$ cat src/rtl/framebuffer_scanout.sv
// Raster-order read engine for the palette-index framebuffer. It hides the read port's 1-cycle latency behind a 2-entry FIFO.
// Define FRAMEBUFFER_SCANOUT_SCALE2X_EN for 2x pixel doubling; the default build scans the frame 1:1.
module framebuffer_scanout #(
    parameter int SCREEN_WIDTH  = 160,
    parameter int SCREEN_HEIGHT = 120,
    parameter int INDEX_WIDTH   = 4,
    localparam int ADDR_WIDTH   = $clog2(SCREEN_WIDTH * SCREEN_HEIGHT)
) (
    input  logic                   clk,
    input  logic                   rst_n,
    input  logic                   start,
    output logic                   busy,
    output logic [ADDR_WIDTH-1:0]  fb_addr,
    input  logic [INDEX_WIDTH-1:0] fb_data,
    output logic                   m_valid,
    input  logic                   m_ready,
    output logic [INDEX_WIDTH-1:0] m_data,
    output logic                   m_sof,
    output logic                   m_eol,
    output logic                   frame_done,
    output logic [1:0]             state_dbg
);
`ifdef FRAMEBUFFER_SCANOUT_SCALE2X_EN
    localparam int SCALE = 2;
`else
    localparam int SCALE = 1;
`endif
    localparam int OUT_W = SCREEN_WIDTH * SCALE;
    localparam int OUT_H = SCREEN_HEIGHT * SCALE;
    localparam int XW    = (OUT_W > 1) ? $clog2(OUT_W) : 1;
    localparam int YW    = (OUT_H > 1) ? $clog2(OUT_H) : 1;
    localparam int EW    = INDEX_WIDTH + 2;

    typedef enum logic [1:0] {IDLE = 2'd0, RUN = 2'd1, DRAIN = 2'd2} state_t;

    // Stream handshake: a pixel moves when m_valid && m_ready. While m_valid is high
    // and m_ready is low, m_data/m_sof/m_eol stay unchanged.
    state_t            state_q, state_d;
    logic [XW-1:0]     x_q, x_d, x_src;
    logic [YW-1:0]     y_q, y_d;
    logic [ADDR_WIDTH-1:0] row_q, row_d;
    logic              rd_q, rd_sof_q, rd_eol_q;
    logic [1:0]        occ_q, occ_d;
    logic [EW-1:0]     e0_q, e0_d, e1_q, e1_d, push_ent;
    logic [2:0]        demand;
    logic              issue, x_last, y_last, push, pop, frame_done_q;

    assign x_last   = (x_q == XW'(OUT_W - 1));
    assign y_last   = (y_q == YW'(OUT_H - 1));
    assign push     = rd_q;
    assign pop      = (occ_q != 2'd0) && m_ready;
    assign push_ent = {rd_sof_q, rd_eol_q, fb_data};
    // Reserve a slot for every read still on its way, assuming no pop next cycle.
    assign demand   = {1'b0, occ_q} + {2'b00, rd_q} - {2'b00, pop};

`ifdef FRAMEBUFFER_SCANOUT_SCALE2X_EN
    assign x_src = x_q >> 1;
`else
    assign x_src = x_q;
`endif
    assign fb_addr = row_q + ADDR_WIDTH'(x_src);

    always_ff @(posedge clk or negedge rst_n) begin
        if (!rst_n) begin
            state_q <= IDLE;
        end else begin
            state_q <= state_d;
        end
    end

    always_comb begin
        state_d = state_q;
        case (state_q)
            IDLE:    if (start) state_d = RUN;
            RUN:     if (issue && x_last && y_last) state_d = DRAIN;
            DRAIN:   if (occ_d == 2'd0) state_d = IDLE;
            default: state_d = IDLE;
        endcase
    end

    always_comb begin
        busy  = (state_q != IDLE);
        issue = (state_q == RUN) && (demand < 3'd2);
    end

    always_comb begin
        x_d   = x_q;
        y_d   = y_q;
        row_d = row_q;
        if (state_q == IDLE && start) begin
            x_d   = '0;
            y_d   = '0;
            row_d = '0;
        end else if (issue && !(x_last && y_last)) begin
            if (x_last) begin
                x_d = '0;
                y_d = y_q + YW'(1);
                // In 2x mode each source line is scanned twice before moving on.
                if (SCALE == 1 || y_q[0]) row_d = row_q + ADDR_WIDTH'(SCREEN_WIDTH);
            end else begin
                x_d = x_q + XW'(1);
            end
        end
    end

    always_comb begin
        e0_d  = e0_q;
        e1_d  = e1_q;
        occ_d = occ_q + {1'b0, push} - {1'b0, pop};
        case ({push, pop})
            2'b10: begin
                if (occ_q == 2'd0) e0_d = push_ent;
                else               e1_d = push_ent;
            end
            2'b01: e0_d = e1_q;
            2'b11: begin
                if (occ_q == 2'd1) begin
                    e0_d = push_ent;
                end else begin
                    e0_d = e1_q;
                    e1_d = push_ent;
                end
            end
            default: ;
        endcase
    end

    always_ff @(posedge clk or negedge rst_n) begin
        if (!rst_n) begin
            x_q          <= '0;
            y_q          <= '0;
            row_q        <= '0;
            rd_q         <= 1'b0;
            rd_sof_q     <= 1'b0;
            rd_eol_q     <= 1'b0;
            occ_q        <= 2'd0;
            e0_q         <= '0;
            e1_q         <= '0;
            frame_done_q <= 1'b0;
        end else begin
            x_q          <= x_d;
            y_q          <= y_d;
            row_q        <= row_d;
            rd_q         <= issue;
            rd_sof_q     <= issue && (x_q == '0) && (y_q == '0);
            rd_eol_q     <= issue && x_last;
            occ_q        <= occ_d;
            e0_q         <= e0_d;
            e1_q         <= e1_d;
            frame_done_q <= (state_q == DRAIN) && (state_d == IDLE);
        end
    end

    assign m_valid    = (occ_q != 2'd0);
    assign m_sof      = e0_q[EW-1];
    assign m_eol      = e0_q[EW-2];
    assign m_data     = e0_q[INDEX_WIDTH-1:0];
    assign frame_done = frame_done_q;
    assign state_dbg  = state_q;

endmodule

$ cat config.mk
export PLATFORM = sky130hd
export DESIGN_NAME = framebuffer_scanout
export DESIGN_NICKNAME = d
export VERILOG_FILES = /design/src/rtl/framebuffer_scanout.sv
export SDC_FILE = /design/constraint.sdc
export NUM_CORES = 1
export LEC_CHECK = 0
export ABC_AREA = 1
export CAP_MARGIN = 20
export CORE_ASPECT_RATIO = 1.25
export CORE_UTILIZATION = 45
export CTS_BUF_LIST = sky130_fd_sc_hd__clkbuf_4 sky130_fd_sc_hd__clkbuf_8
export CTS_CLUSTER_SIZE = 28
export DETAILED_ROUTE_END_ITERATION = 10
export PLACE_DENSITY = 0.67
export RECOVER_POWER = 50
export SYNTH_ARGS = -nofsm -noshare
export SYNTH_HDL_FRONTEND = slang
export SYNTH_SLANG_ARGS = --single-unit
export TNS_END_PERCENT = 50
$ cat constraint.sdc
create_clock -name clk -period 4.5 [get_ports clk]
set_input_delay 0.9 -clock clk [delete_from_list [all_inputs] [get_ports clk]]
set_output_delay 0.9 -clock clk [all_outputs]
set_load 0.01 [all_outputs]
==> impl_metrics.csv, run 1 <==
group,metric,value,unit
status,status,"finished with violations",
status,violations,"capacitance limit, slew limit",
clock_network,numCtsBuffers,5,
power,irDropWorstVdd,0.252,mV
yosys,ys_ff_latch,45,
clock_network,clk_latency,0.30,ns
power,p_per_area,492,nW/um^2
global_routing,antenna_found_initial,0,
critical_path,cp.arrival,3.57,ns
die,die_w,74.1,um
timing,rsz0062_at_grt,"no",
yosys,synth_cell_types,34,
detailed_routing,vias,2378,
global_routing,grt_max_degree,46,
critical_path,crit_type,"in -> reg",
timing,fin_tns_setup,0,ns
layout,drive_above_1_share,0.101,
layout,fill_cells,607,
clock_network,tritoncts,"built",
global_routing,grt_pass1_wl,10.1,mm
placement,place.gp.congestion,0.832,
timing,hold_ws,0.448,ns
critical_path,r2r-start,"occ_q[1]$_DFF_PN0_",
yosys,seq_area_frac_synth,0.385,
detailed_routing,postRouteAntennaNets,0,
critical_path,startpoint,"m_ready",
timing,finalCritPeriodShare,0.752,
die,pin_count,34,
clock_network,clkTransAtPathRegs,0.08,ns
yosys,ys_warn_count,0,
timing,max_freq,295,MHz
layout,nNetsFinal,437,
layout,area_growth,15.8,%
detailed_routing,drt_wl_total,5.78,mm
critical_path,cp-start-kind,"input pin",
timing,slew_headroom,-0.169,
detailed_routing,drt-initial-drc-count,70,
die,die_area,6830,sq um
timing,finalHoldViolCount,0,
run,maxCapViolations,1,
yosys,synth_area_per_cell,7.58,sq um
detailed_routing,route.detailed.drc,0,
layout,antennaDiodeCount,0,
clock_network,postCtsSetupRepairBufs,0,
timing,layout_min_cycle_time,3.39,ns
timing,drv_slew,34,
power,leakage,1.67,nW
placement,place_area,3260,sq um
clock_network,clockRootBuffer,"clkbuf_8",
critical_path,worst_ep_required_time,4.69,ns
die,die_h,92.2,um
layout,finalInstanceArea,3390,sq um
yosys,synth_area,2930,sq um
placement,hpwl,4.18,mm
die,num_rows,32,
critical_path,cp_max_fo,21,
placement,io_buffers,33,
critical_path,critPathCaptureType,"register",
die,initial_core_util,0.472,
clock_network,numClockSinks,45,
clock_network,h-tree-depth,2,
yosys,syn_inst,386,
clock_network,cts.hold.buffers_added,0,
timing,clock_skew,0.00839,ns
die,core,6210,sq um
yosys,syn_nets,408,
hold_path,min-delay-start,"state_dbg[0]$_DFF_PN0_",
timing,setup-violations-final,0,
detailed_routing,via_per_inst,4.75,
detailed_routing,firstDrtPassIters,4,
detailed_routing,wire_per_inst,11.5,um
global_routing,grt.total_usage,0.191,
hold_path,hp-class,"reg -> reg",
clock_network,cts_resized,0,
global_routing,grt_pass1_vias,2294,
clock_network,clock_path_buffers,2,
global_routing,grt-ovfl-total,0,
timing,tightest_slew,1.75,ns
[layer usage]
metal  global-route usage  share of wire  vias up
met4               0.0625          0.010        0
met3               0.0242          0.029        5
met1                0.235           0.46     1077
met2                0.338           0.50       33
met5                    0              0        -
li1                     -              -     1263
[path summary, 6_finish.rpt]
check                      slack (ns)                   end  depth (start not counted)
setup / recovery                 1.11    y_q[1]$_DFFE_PN0P_                         15
hold / removal                   0.45  frame_done$_DFF_PN0_                          1
setup reg to reg                 1.60    y_q[1]$_DFFE_PN0P_                         16
hold reg to reg                  0.45  frame_done$_DFF_PN0_                          1
max in group asynchronous        1.83    y_q[0]$_DFFE_PN0P_                          2
min in group asynchronous        0.61  frame_done$_DFF_PN0_                          1
[synth_stat cells, drive strengths merged]
cell type,n,area [sq um]
o21ai,21,105
dlygate4sd1,1,8.76
fa,1,20.0
xor2,11,96.3
nand3b,2,15.0
o211ai,2,15.0
nand4,4,25.0
nand3,32,183
buf,8,75.1
ha,13,163
a21oi,9,45.0
clkbuf,4,15.0
o22ai,6,37.5
nor3,5,36.3
nor4,1,6.26
dfrtp,45,1130
inv,59,221
nor2,41,179
xnor2,2,17.5
nand2,118,529
o21bai,1,7.51
[state kept, by name (all words and copies together), names as in the netlist]
signal and flops:
row_q 10, x_q 8, y_q 7, e0_q 6, e1_q 6, occ_q 2, state_dbg 2, frame_done 1
push 1, rd_eol_q 1, rd_sof_q 1
[final cells by class]
class	count	area (sq um)	share of cell area
inverter	59	221	0.0653
sequential	45	1130	0.332
multi-input combinational	269	1480	0.437
clock buffer	6	82.6	0.0244
tap	85	106	0.0314
clock inverter	2	37.5	0.0111
timing repair buffer	35	335	0.0989
[critical path, stage by stage]
cell and delay [ns]:
dlygate4sd3_1 0.53, nand2_1 0.10, inv_1 0.08, ha_1 0.27
inv_1 0.04, ha_1 0.19, fa_1 0.49, inv_1 0.10
nand2_1 0.09, nor2_4 0.17, nand2_4 0.07, nand2_4 0.23
nand2_8 0.18, nand2_1 0.09, nand2_1 0.05
[cell families after synthesis]
group	synth area share
and+or+nand+nor	0.333
AOI/OAI and AO/OA	0.0718
xor gates and xnor gates	0.0389
buffers and inverters	0.109
adders and majority gates	0.0624
DFF	0.385
[per-stage QoR]
| step | utilization | total power [mW] | worst slack [ns] | cells |
|---|---|---|---|---|
| after CTS | 0.545 | 1.70 | 1.19 | 499 |
| after detailed placement | 0.525 | 1.37 | 0.920 | 491 |
| after global placement | 0.525 | 1.35 | 0.997 | 491 |
| after floorplan | - | 1.17 | 1.64 | 386 |
| final | 0.546 | 1.67 | 1.11 | 501 |
| after global routing | 0.546 | 1.81 | 0.949 | 501 |
[placed cells by master (no fill, tap or decap)]
master / synthesis / routed
nor2_4: 3 / 3
nand3_4: 1 / 1
nand4_1: 4 / 4
o21ai_0: 17 / 17
nand3_1: 29 / 29
dlygate4sd3_1: 0 / 13
inv_1: 57 / 57
clkinvlp_4: 0 / 1
nor3_1: 4 / 4
nand3_2: 2 / 2
nand2_1: 95 / 95
nand2_4: 3 / 3
o21bai_1: 1 / 1
clkbuf_1: 4 / 2
nor3_4: 1 / 1
a21oi_1: 9 / 9
nand3b_1: 2 / 2
o22ai_1: 6 / 6
inv_2: 2 / 2
nand2_8: 1 / 1
bufinv_16: 0 / 1
o211ai_1: 2 / 2
nor4_1: 1 / 1
dfrtp_1: 45 / 45
o21ai_1: 4 / 4
clkbuf_4: 0 / 1
clkdlybuf4s50_1: 0 / 19
ha_1: 13 / 13
nor2_2: 1 / 1
xnor2_1: 2 / 2
nand2_2: 19 / 19
clkbuf_8: 0 / 6
nor2_1: 37 / 37
fa_1: 1 / 1
xor2_1: 11 / 11
[report_power, final]
part	switching [mW]	internal [mW]	total, mW
registers	0.0789	0.494	0.573
logic	0.479	0.296	0.775
clock network	0.139	0.181	0.320
Note: power is estimated with default switching activity, not from simulation.
==> run 2, diff against run 1 <==
==> constraint.sdc (replaced) <==
create_clock -name clk -period 3.32 [get_ports clk]
set_input_delay 0.664 -clock clk [delete_from_list [all_inputs] [get_ports clk]]
set_output_delay 0.664 -clock clk [all_outputs]
set_load 0.01 [all_outputs]
==> impl_metrics.csv, run 2 (synthesized netlist as in run 1, its figures left out) <==
group,metric,value,unit
status,status,"finished with violations",
status,violations,"capacitance limit, slew limit",
detailed_routing,wire_per_inst,11.7,um
timing,max_freq,328,MHz
die,die_h,92.2,um
timing,slew_headroom,-0.167,
critical_path,r2r-start,"occ_q[1]$_DFF_PN0_",
power,finalPower,2.34,mW
layout,area_growth,16.8,%
power,irDropWorstVdd,0.325,mV
timing,setup-violations-final,0,
critical_path,cp_common_cell,"nand2_1",
layout,antennaDiodeCount,0,
timing,finalHoldViolCount,0,
timing,fin_tns_setup,0,ns
clock_network,h-tree-depth,2,
die,die_w,74.1,um
power,leakage,1.68,nW
clock_network,cts.hold.buffers_added,0,
die,die_area,6830,sq um
timing,finalCritPeriodShare,0.918,
critical_path,critPathTopFamily,"adder cells",
critical_path,cp_max_fo,17,
die,pin_count,34,
timing,layout_min_cycle_time,3.05,ns
timing,tightest_slew,1.75,ns
die,initial_core_util,0.472,
global_routing,grt_pass1_wl,10.6,mm
detailed_routing,drt_wl_total,5.87,mm
layout,drive_above_1_share,0.105,
timing,drv_slew,33,
detailed_routing,firstDrtPassIters,4,
placement,io_buffers,33,
layout,top_register,"row_q",
global_routing,grt-ovfl-total,0,
critical_path,path_cells,"dlygate4sd3_1, nand2_1, inv_1, ha_1, inv_1, ha_1, fa_1, inv_1, nand2_1, nor2_4, nand2_4, nand2_4, nand2_8, nand2_1, nand2_1",
clock_network,numClockSinks,45,
placement,place.gp.congestion,0.830,
global_routing,grt.total_usage,0.194,
critical_path,critPathCaptureType,"register",
clock_network,clkTransAtPathRegs,0.09,ns
critical_path,rr_worst_depth,16,
clock_network,postCtsSetupRepairBufs,0,
clock_network,tritoncts,"built",
timing,rsz0062_at_grt,"no",
run,maxCapViolations,1,
global_routing,antenna_found_initial,0,
clock_network,numCtsBuffers,5,
detailed_routing,drt-initial-drc-count,129,
critical_path,cp-start-kind,"input pin",
detailed_routing,postRouteAntennaNets,0,
power,p_per_area,684,nW/um^2
critical_path,cp_slowest_cell,"dlygate4sd3_1",
global_routing,grt_pass1_vias,2414,
critical_path,path_buf_inv,4,
layout,reg_top3,"row_q: 10 flops, x_q: 8 flops, y_q: 7 flops",
layout,nNetsFinal,439,
clock_network,clockRootBuffer,"clkbuf_8",
timing,clock_skew,0.00638,ns
global_routing,grt_max_degree,46,
critical_path,crit_type,"in -> reg",
die,core,6210,sq um
clock_network,clock_path_buffers,2,
clock_network,cts_resized,0,
hold_path,hp-class,"in -> async",
detailed_routing,via_per_inst,4.93,
critical_path,cp.arrival,3.23,ns
critical_path,worst_ep_required_time,3.50,ns
layout,layout_commonest_cell,"nand2_1",
layout,final_cell_mix,"nand2_1, inv_1, dfrtp_1, nor2_1, nand3_1",
clock_network,clk_latency,0.29,ns
critical_path,reg2reg_slack,0.53,ns
detailed_routing,route.detailed.drc,0,
detailed_routing,vias,2480,
critical_path,cp_slowest_stage_delay,0.54,ns
placement,hpwl,4.30,mm
die,num_rows,32,
critical_path,r2r-end,"y_q[2]$_DFFE_PN0P_",
layout,largest_reg_flops,10,
layout,fill_cells,622,
==> run 2: changes by cell type in the layout (fill, tap and decap cells not counted) <==
| cell | previous run | this run |
|---|---|---|
| buf_12 | 0 | 1 |
| buf_4 | 0 | 1 |
==> run 2: how the worst max path moves through the flow <==
stage               cells past startpoint               start  slack (ns)                    end
finish                                 15             m_ready        0.27     y_q[2]$_DFFE_PN0P_
global route                            8  x_q[6]$_DFFE_PN0P_        0.12            fb_addr[13]
detailed placement                     15             m_ready        0.12     y_q[2]$_DFFE_PN0P_
CTS                                     8  x_q[6]$_DFFE_PN0P_        0.26            fb_addr[13]
floorplan                              15             m_ready        0.69  row_q[11]$_DFFE_PN0P_
global placement                       15             m_ready        0.18     y_q[0]$_DFFE_PN0P_
==> run 2: per-stage QoR <==
| stage | hold slack (ns) | setup slack, ns | cells | utilization | area, sq um |
|---|---|---|---|---|---|
| 5_1_grt | 0.444 | 0.120 | 503 | 0.551 | 3420 |
| 2_1_floorplan | 0.368 | 0.693 | 386 | - | 2930 |
| 3_5_place_dp | 0.451 | 0.115 | 493 | 0.530 | 3290 |
| 6_report | 0.390 | 0.271 | 503 | 0.551 | 3420 |
| 4_1_cts | 0.462 | 0.264 | 501 | 0.549 | 3410 |
| 3_3_place_gp | 0.441 | 0.176 | 493 | 0.530 | 3290 |
==> run 2: power breakdown <==
group          total, mW  switching [mW]  internal (mW)
sequential         0.778           0.108          0.670
clock              0.427           0.182          0.245
combinational       1.13           0.666          0.468
total               2.34           0.955           1.38
==> run 2: area by class of cell <==
class	count	area, sq um	share of cell area
multi-input combinational	269	1480	0.433
sequential	45	1130	0.330
timing repair buffer	37	363	0.106
inverter	59	221	0.0648
tap	85	106	0.0311
clock buffer	6	82.6	0.0242
clock inverter	2	37.5	0.0110
==> run 2: routing by layer <==
metal | vias to the layer above | wire length, um | track usage
li1 | 1265 | - | -
met1 | 1158 | 2680 | 0.238
met2 | 49 | 2930 | 0.343
met3 | 8 | 183 | 0.0275
met4 | 0 | 78 | 0.0593
met5 | - | 0 | 0
==> run 2: worst reg2reg max path: stages (launching register included) <==
cell and delay [ns]:
dfrtp_1 0.44, nor2_1 0.15, inv_1 0.08, nand2_1 0.09
inv_1 0.08, ha_1 0.27, inv_1 0.04, ha_1 0.19
fa_1 0.49, inv_1 0.09, nand2_1 0.09, nor2_4 0.17
nand2_4 0.08, nand2_4 0.14, nand2_8 0.15, nand2_1 0.10
nand2_1 0.05
==> run 3, diff against run 2 <==
--- a/config.mk
+++ b/config.mk
@@ -8,6 +8,7 @@
 export ABC_AREA = 1
 export CAP_MARGIN = 20
 export CORE_ASPECT_RATIO = 1.25
+export CORE_MARGIN = 2
 export CORE_UTILIZATION = 45
 export CTS_BUF_LIST = sky130_fd_sc_hd__clkbuf_4 sky130_fd_sc_hd__clkbuf_8
 export CTS_CLUSTER_SIZE = 28
==> impl_metrics.csv, run 3 (synthesized netlist as in run 1, its figures left out) <==
group,metric,value,unit
power,leakage,1.68,nW
clock_network,tritoncts,"built",
die,core,6250,sq um
timing,worst_slack,0.269,ns
placement,place.gp.congestion,0.835,
clock_network,h-tree-depth,2,
timing,slew_headroom,-0.0775,
clock_network,numClockSinks,45,
detailed_routing,route.detailed.drc,0,
timing,layout_min_cycle_time,3.05,ns
critical_path,critPathCaptureType,"register",
global_routing,grt_pass1_wl,10.5,mm
detailed_routing,postRouteAntennaNets,0,
layout,nNetsFinal,439,
status,violations,"capacitance limit, slew limit",
clock_network,clockRootBuffer,"clkbuf_8",
layout,largest_reg_flops,10,
layout,fill_cells,641,
hold_path,hp-class,"reg -> reg",
timing,clock_skew,0.00506,ns
placement,hpwl,4.30,mm
critical_path,worst_ep_required_time,3.51,ns
global_routing,grt.total_usage,0.179,
clock_network,cts.hold.buffers_added,0,
clock_network,cts_resized,0,
power,irDropWorstVdd,0.376,mV
timing,max_freq,328,MHz
timing,finalHoldViolCount,0,
timing,rsz0062_at_grt,"no",
power,finalPower,2.29,mW
layout,reg_top3,"row_q: 10 flops, x_q: 8 flops, y_q: 7 flops",
die,die_w,76.1,um
die,pin_count,34,
placement,dp_slack,0.0937,ns
timing,fin_tns_setup,0,ns
detailed_routing,drt_wl_total,5.76,mm
layout,area_growth,16.3,%
die,initial_core_util,0.469,
global_routing,grt_pass1_vias,2356,
detailed_routing,firstDrtPassIters,4,
global_routing,grt-ovfl-total,0,
power,p_per_area,673,nW/um^2
die,num_rows,32,
clock_network,clk_latency,0.30,ns
critical_path,crit_type,"in -> reg",
layout,antennaDiodeCount,0,
critical_path,cp-start-kind,"input pin",
status,status,"finished with violations",
die,die_h,94.2,um
clock_network,clkTransAtPathRegs,0.08,ns
clock_network,clock_path_buffers,2,
detailed_routing,wire_per_inst,11.5,um
timing,setup-violations-final,0,
die,die_area,7170,sq um
global_routing,antenna_found_initial,0,
layout,final_cell_mix,"nand2_1, inv_1, dfrtp_1, nor2_1, nand3_1",
placement,io_buffers,33,
timing,drv_slew,32,
layout,drive_above_1_share,0.105,
critical_path,cp.arrival,3.24,ns
timing,finalCritPeriodShare,0.919,
timing,tightest_slew,1.62,ns
detailed_routing,via_per_inst,4.83,
detailed_routing,drt-initial-drc-count,81,
clock_network,numCtsBuffers,5,
layout,layout_commonest_cell,"nand2_1",
layout,top_register,"row_q",
global_routing,grt_max_degree,32,
detailed_routing,vias,2427,
run,maxCapViolations,1,
critical_path,cp_max_fo,17,
clock_network,postCtsSetupRepairBufs,0,
-- run 3: cell count changes in the layout (fill, tap and decap cells not counted) --
| cell | delta |
|---|---|
| clkbuf_4 | +1 |
| buf_12 | -1 |
| clkinvlp_4 | -1 |
| buf_4 | +1 |
-- run 3: per-layer routing --
layer  wire, um  vias up  track usage
met3        231        6       0.0308
li1           -     1275            -
met1       2630     1106        0.217
met5          0        -            0
met2       2810       40        0.322
met4         85        0       0.0621
-- run 3: per-stage QoR --
stage / cell area, sq um / hold WS [ns] / instances / util
after floorplan: 2930 / 0.368 / 386 / -
after global placement: 3280 / 0.442 / 494 / 0.525
after detailed placement: 3280 / 0.456 / 494 / 0.525
after CTS: 3400 / 0.423 / 502 / 0.545
after global routing: 3400 / 0.506 / 503 / 0.545
final: 3400 / 0.455 / 503 / 0.545
-- run 3: critical path: stages --
cell and delay [ns]:
dlygate4sd3_1 0.54, nand2_1 0.11, inv_1 0.08, ha_1 0.27, inv_1 0.04, ha_1 0.19, fa_1 0.48, inv_1 0.09
nand2_1 0.08, nor2_4 0.18, nand2_4 0.07, nand2_4 0.15, nand2_8 0.15, nand2_1 0.09, nand2_1 0.05
-- run 3: cell type report --
class,count,area (sq um),share of cell area
Multi-Input combinational cell,269,1480,0.435
Sequential cell,45,1130,0.331
Timing Repair Buffer,37,350,0.103
Inverter,59,221,0.0650
Tap cell,85,106,0.0312
Clock buffer,7,90.1,0.0265
Clock inverter,1,30.0,0.00882
-- run 3: report_power, final --
group | switching [mW] | total (mW) | internal [mW]
registers | 0.105 | 0.775 | 0.670
clock network | 0.178 | 0.431 | 0.253
logic | 0.651 | 1.09 | 0.434
-- run 3: worst paths after layout --
path,startpoint,end,slack (ns),cells after the start
max,m_ready,y_q[4]$_DFFE_PN0P_,0.27,15
min,state_dbg[0]$_DFF_PN0_,frame_done$_DFF_PN0_,0.46,1
max reg2reg,occ_q[1]$_DFF_PN0_,y_q[4]$_DFFE_PN0P_,0.52,16
min reg2reg,state_dbg[0]$_DFF_PN0_,frame_done$_DFF_PN0_,0.46,1
max in group asynchronous,rst_n,y_q[2]$_DFFE_PN0P_,1.12,2
min in group asynchronous,rst_n,frame_done$_DFF_PN0_,0.77,1
